**src/rtl/wr_ctrl_flags.sv**
```systemverilog
// Write-side controller for the async FIFO: binary/Gray write pointers, registered full,
// programmable almost-full, fill level, write acknowledge and sticky overflow.
module wr_ctrl_flags #(
    parameter int ADDR_SIZE = 4
) (
    input  logic                 wr_clk,
    input  logic                 wr_rst,
    input  logic                 wr_en,
    input  logic [ADDR_SIZE:0]   wq2_ptr,
    input  logic [ADDR_SIZE:0]   af_thresh,
    input  logic                 clr_ovf,
    output logic                 mem_we,
    output logic [ADDR_SIZE-1:0] wr_ptr,
    output logic [ADDR_SIZE:0]   wr_ptr_gray,
    output logic                 full,
    output logic                 almost_full,
    output logic [ADDR_SIZE:0]   wr_level,
    output logic                 wr_ack,
    output logic                 overflow
);
    localparam int A = ADDR_SIZE;
    localparam logic [A:0] DEPTH = {1'b1, {A{1'b0}}};

    logic [A:0] wbin;
    logic [A:0] wbin_next;
    logic [A:0] wgray_next;
    logic [A:0] rbin_s;
    logic [A:0] level_next;
    logic [A:0] thr;
    logic [A:0] full_cmp;
    logic       push;

    assign push       = wr_en & ~full;
    assign mem_we     = push;
    assign wr_ptr     = wbin[A-1:0];
    assign wbin_next  = wbin + {{A{1'b0}}, push};
    assign wgray_next = wbin_next ^ (wbin_next >> 1);

    // Bit i of the binary value is the XOR of all Gray bits at or above i.
    always_comb begin
        rbin_s = '0;
        for (int i = 0; i <= A; i++) begin
            rbin_s[i] = ^(wq2_ptr >> i);
        end
    end

    assign level_next = wbin_next - rbin_s;
    assign thr        = (af_thresh == '0 || af_thresh > DEPTH) ? DEPTH : af_thresh;
    // Full when the write pointer is exactly one lap ahead of the read pointer.
    assign full_cmp   = {~wq2_ptr[A:A-1], wq2_ptr[A-2:0]};

    always_ff @(posedge wr_clk or posedge wr_rst) begin
        if (wr_rst) begin
            wbin        <= '0;
            wr_ptr_gray <= '0;
            full        <= 1'b0;
            almost_full <= 1'b0;
            wr_level    <= '0;
            wr_ack      <= 1'b0;
            overflow    <= 1'b0;
        end else begin
            wbin        <= wbin_next;
            wr_ptr_gray <= wgray_next;
            full        <= (wgray_next == full_cmp);
            almost_full <= (level_next >= thr);
            wr_level    <= level_next;
            wr_ack      <= push;
            if (wr_en & full)
                overflow <= 1'b1;
            else if (clr_ovf)
                overflow <= 1'b0;
        end
    end
endmodule

```
**config.mk**
```make
export PLATFORM = sky130hd
export DESIGN_NAME = wr_ctrl_flags
export DESIGN_NICKNAME = d
export VERILOG_FILES = /design/src/rtl/wr_ctrl_flags.sv
export SDC_FILE = /design/constraint.sdc
export NUM_CORES = 1
export LEC_CHECK = 0
export CORE_ASPECT_RATIO = 1.75
export CORE_MARGIN = 1
export CORE_UTILIZATION = 40
export CTS_CLUSTER_SIZE = 10
export DETAILED_ROUTE_END_ITERATION = 8
export DONT_BUFFER_PORTS = 1
export SYNTH_ARGS = -nofsm -noshare
export SYNTH_HDL_FRONTEND = slang
export SYNTH_SLANG_ARGS = --single-unit
```
**constraint.sdc**
```tcl
create_clock -name wr_clk -period 6.2 [get_ports wr_clk]
set_input_delay 1.24 -clock wr_clk [delete_from_list [all_inputs] [get_ports wr_clk]]
set_output_delay 1.24 -clock wr_clk [all_outputs]
set_load 0.05 [all_outputs]
```
==> results.tsv, run 1 <==
metric	value	unit
clk sinks	18	
Max Fanout on Critical Path	5	
ratio of cells with drive above 1 in the final layout	0.105	
status	complete, no violations	
Area Growth Syn to Fin	7.37	%
Antenna Diode Count	0	
Worst EP required	6350	ps
Largest stage delay, worst path	380	ps
CTS tree	built	
Setup Viol. Count Final	0	
Buffers on Ports	0	
Die Y	69.9	um
Via density	5.24	
clock tree buffer depth	2	
die footprint	0.00285	mm^2
Max-slew headroom	0.546	
crit path kind	in -> reg	
CP arrival	3630	ps
most frequent cells after synthesis	18 x dfrtp_1, 12 x ha_1, 10 x xor2_1	
initial antenna violation count	0	
Layout Nets	123	
unrepaired setup endpoints after global routing	false	
DRC violations left	0	
detailed placement HPWL	1.48	mm
I/O Pins	33	
top post-synthesis cells by area	dfrtp_1 43%, ha_1 14%, xor2_1 8.3%, xnor2_1 7.5%, xnor2_2 3.1%	
Skew-Pair Late Insertion Delay	250	ps
Worst-Margin Slew	681	ps
CP most frequent cell	ha_1	
Synth Net Count	118	
num rows	24	
Setup TNS Final	0	ps
period utilization	0.562	
FMAX	0.287	GHz
count leader, synth	dfrtp_1	
starting density of the core	0.422	
slowest stage cell, crit path	xor2_1	
antenna-violating nets left	0	
Post-CTS Hold Buffers	0	
Fin. Hold Viols	0	
pin count of the biggest net entering global routing	19	
Filler cells	248	
Num CTS Buffers	3	
Layout Cells excl Fill	121	
asr flop ratio synth	1.00	
H-tree depth reported by CTS	1	
drt first pass iters	2	
cell area after synthesis	0.00105	mm^2
dominant synthesized flop cell	dfrtp_1	
maxcap violations	0	
synthesized flop and latch total	18	
Clk pin slew, worst setup/hold paths	70	ps
total gr overflow	0	
total core area	0.00249	mm^2
synthesized area per cell	11.4	um^2
Synth area leader	dfrtp_1	
Setup crit end kind	register	
synth warn	0	
root buffer cell	clkbuf_8	
min cycle time layout	3480	ps
RePlAce Congestion	0.777	
DRT Wirelength	1.84	mm
Die Wd	40.8	um
post-synthesis sequential area ratio	0.428	
final core occ	0.453	
cell count after synthesis	92	
DRC marker count from the first detailed-route iteration	1	
Vias	634	
Post-synth EDFFs	0	
dpl cells	118	
Final Max Tran Viols	0	
Critical Path, Cell by Cell	nor2b_1, ha_1, ha_1, xor2_1, ha_1, xnor2_1, ha_1, a21o_1, a21o_1, a21o_1	
Yosys top cell area share	0.428	
WL/cell	15.2	um
CTS resizes	0	
Post-Route Skew	5.26	ps
number of global-route vias before repair	703	
startpoint types	primary input	
first-pass GRT wire length	2.97	mm
gr usage total	0.155	
worst min path class	reg -> reg	
post-synthesis cell type count	24	
postcts setup bufs	0	
stage by stage:
stage / setup WS [ps] / hold slack [ps] / area [um^2]
6_report: 2720 / 775 / 1130
5_1_grt: 2520 / 832 / 1130
4_1_cts: 2680 / 781 / 1130
3_5_place_dp: 2440 / 771 / 1090
3_3_place_gp: 2470 / 772 / 1090
2_1_floorplan: 1840 / 748 / 1050
worst max-delay path: cells and delay by family:
family | cells | cell delay (ps)
AO/OA/AOI/OAI | 3 | 480
XOR/XNOR | 2 | 610
adder cells (fa/ha/maj) | 4 | 1140
AND/OR/NAND/NOR | 1 | 150
routing by layer:
layer | share of wire | vias to the layer above | track usage | wire length [um]
li1 | - | 314 | - | -
met1 | 0.33 | 298 | 0.135 | 614
met2 | 0.59 | 18 | 0.280 | 1080
met3 | 0.052 | 4 | 0.0381 | 95
met4 | 0.026 | 0 | 0.0889 | 48
met5 | 0 | - | 0 | 0
placed cells by master, fill, tap and decap left out, types with 4 or more instances in the layout:
master   instances
dfrtp_1         18
ha_1            12
a21o_1           4
nand2_1          5
xnor2_1          9
inv_1            6
xor2_1          10
registers in the layout, indices dropped and copies added (netlist names):
register / flops
wbin: 5
wr_level: 5
wr_ptr_gray: 4
almost_full: 1
full: 1
overflow: 1
wr_ack: 1
cell families after synthesis:
group / count (synthesis) / synth area share
xor gates and xnor gates: 22 / 0.210
and+or+nand+nor: 20 / 0.0963
DFF: 18 / 0.428
adders and majority gates: 13 / 0.153
AOI/OAI and AO/OA: 11 / 0.0761
buffers and inverters: 7 / 0.0250
muxes: 1 / 0.0107
cell type report:
class | count | area [um^2] | area share
Inverter | 6 | 22.5 | 0.0199
Tap cell | 26 | 32.5 | 0.0288
Multi-Input combinational cell | 67 | 576 | 0.509
Clock buffer | 3 | 41.3 | 0.0365
Sequential cell | 18 | 450 | 0.399
Timing Repair Buffer | 1 | 7.51 | 0.00664
path summary, 6_finish.rpt:
check	startpoint	end	slack [ps]	cells past startpoint
worst max-delay path	wr_en	almost_full	2720	10
worst min-delay path	overflow	overflow	780	2
worst max register to register	full	almost_full	3050	10
worst min register to register	overflow	overflow	780	2
max in group asynchronous	wr_rst	wr_level[1]	4790	1
min in group asynchronous	wr_rst	wbin[2]	970	1
Power of run 1 is left out: the tool's default activity adds up to more than one toggle a clock period on the data nets, which glitch-free logic cannot reach.
==> run 2, diff against run 1 <==
clock period = 3.08 ns   (was 6.2 ns; I/O delays follow)
==> results.tsv, run 2 (same netlist as run 1, synthesis figures left out) <==
metric	value	unit
Worst-Margin Slew	669	ps
root buffer cell	clkbuf_8	
H-tree depth reported by CTS	1	
gr usage total	0.150	
Antenna Diode Count	0	
slowest stage cell, crit path	dfrtp_2	
Die Y	69.9	um
Setup crit end kind	register	
Area Growth Syn to Fin	16.1	%
die footprint	0.00285	mm^2
DRT Wirelength	1.83	mm
CTS resizes	0	
num rows	24	
r2r setup slk	430	ps
Vias	673	
first-pass GRT wire length	2.91	mm
Die Wd	40.8	um
crit path kind	reg -> reg	
DRC violations left	0	
period utilization	0.860	
maxcap violations	0	
Skew-Pair Late Insertion Delay	250	ps
drt first pass iters	2	
Layout Nets	130	
startpoint types	register	
postcts setup bufs	0	
status	complete, no violations	
Setup Viol. Count Final	0	
DRC marker count from the first detailed-route iteration	2	
WL/cell	14.2	um
clk sinks	18	
Clk pin slew, worst setup/hold paths	70	ps
CP arrival	2800	ps
worst min path class	in -> async	
antenna-violating nets left	0	
detailed placement HPWL	1.47	mm
pin count of the biggest net entering global routing	19	
Worst Reg-to-Reg Cells	10	
number of global-route vias before repair	711	
Final Max Tran Viols	0	
initial antenna violation count	0	
RePlAce Congestion	0.801	
min cycle time layout	2650	ps
total gr overflow	0	
Setup TNS Final	0	ps
dpl cells	125	
top flop regs	wbin: 5 flops, wr_level: 5 flops, wr_ptr_gray: 4 flops	
Fin. Hold Viols	0	
worst r2r dst	almost_full	
CTS tree	built	
Worst EP required	3230	ps
reg-to-reg critical path startpoint	full	
Largest stage delay, worst path	420	ps
Num CTS Buffers	3	
most frequent cells in the layout	17 x dfrtp_1, 11 x ha_1, 10 x xor2_1, 9 x xnor2_1, 8 x buf_4	
Post-CTS Hold Buffers	0	
Max-slew headroom	0.553	
total core area	0.00249	mm^2
clock tree buffer depth	2	
Final WS setup	430	ps
FMAX	0.377	GHz
Place WS	200	ps
Buffers on Ports	0	
Via density	5.22	
ratio of cells with drive above 1 in the final layout	0.214	
Max Fanout on Critical Path	4	
starting density of the core	0.422	
unrepaired setup endpoints after global routing	false	
Layout Cells excl Fill	129	
commonest non-fill, non-tap cell in the layout	dfrtp_1	
Post-Route Skew	3.98	ps
Critical Path, Cell by Cell	nor2b_4, ha_4, ha_1, xor2_1, ha_1, xnor2_1, ha_1, a21o_1, a21o_1, a21o_1	
I/O Pins	33	
## run 2: layout make-up
cell class	instances	area, um^2
Clock buffer	4	55.1
Fill cell	247	1270
Inverter	6	22.5
Multi-Input combinational cell	67	599
Sequential cell	18	452
Tap cell	26	32.5
Timing Repair Buffer	8	60.1
## run 2: how the worst max path moves through the flow
stage	start	end	slack [ps]
after floorplan	wr_en	almost_full	10
after global placement	wr_en	almost_full	260
after detailed placement	wr_en	almost_full	200
after CTS	full	almost_full	400
after global routing	full	almost_full	250
final	full	almost_full	430
## run 2: per-layer routing
layer | up-vias | part of all wire | GRT usage
met5 | - | 0 | 0
met4 | 0 | 0.015 | 0.0667
met3 | 4 | 0.050 | 0.0413
met2 | 19 | 0.60 | 0.277
met1 | 320 | 0.33 | 0.131
li1 | 330 | - | -
## run 2: metrics by stage
stage	utilization	hold WS [ps]	area [um^2]
after floorplan	-	555	1090
after global placement	0.468	582	1170
after detailed placement	0.468	586	1170
after CTS	0.490	381	1220
after global routing	0.490	416	1220
final	0.490	346	1220
## run 2: critical path: cells and delay by family, from the launching register on
kind / cells / cell delay, ps
fa+ha+maj: 4 / 930
xor+xnor: 2 / 570
compound gates: 3 / 480
flops: 1 / 420
simple gates: 1 / 140
Power of run 2 is left out for the same reason.
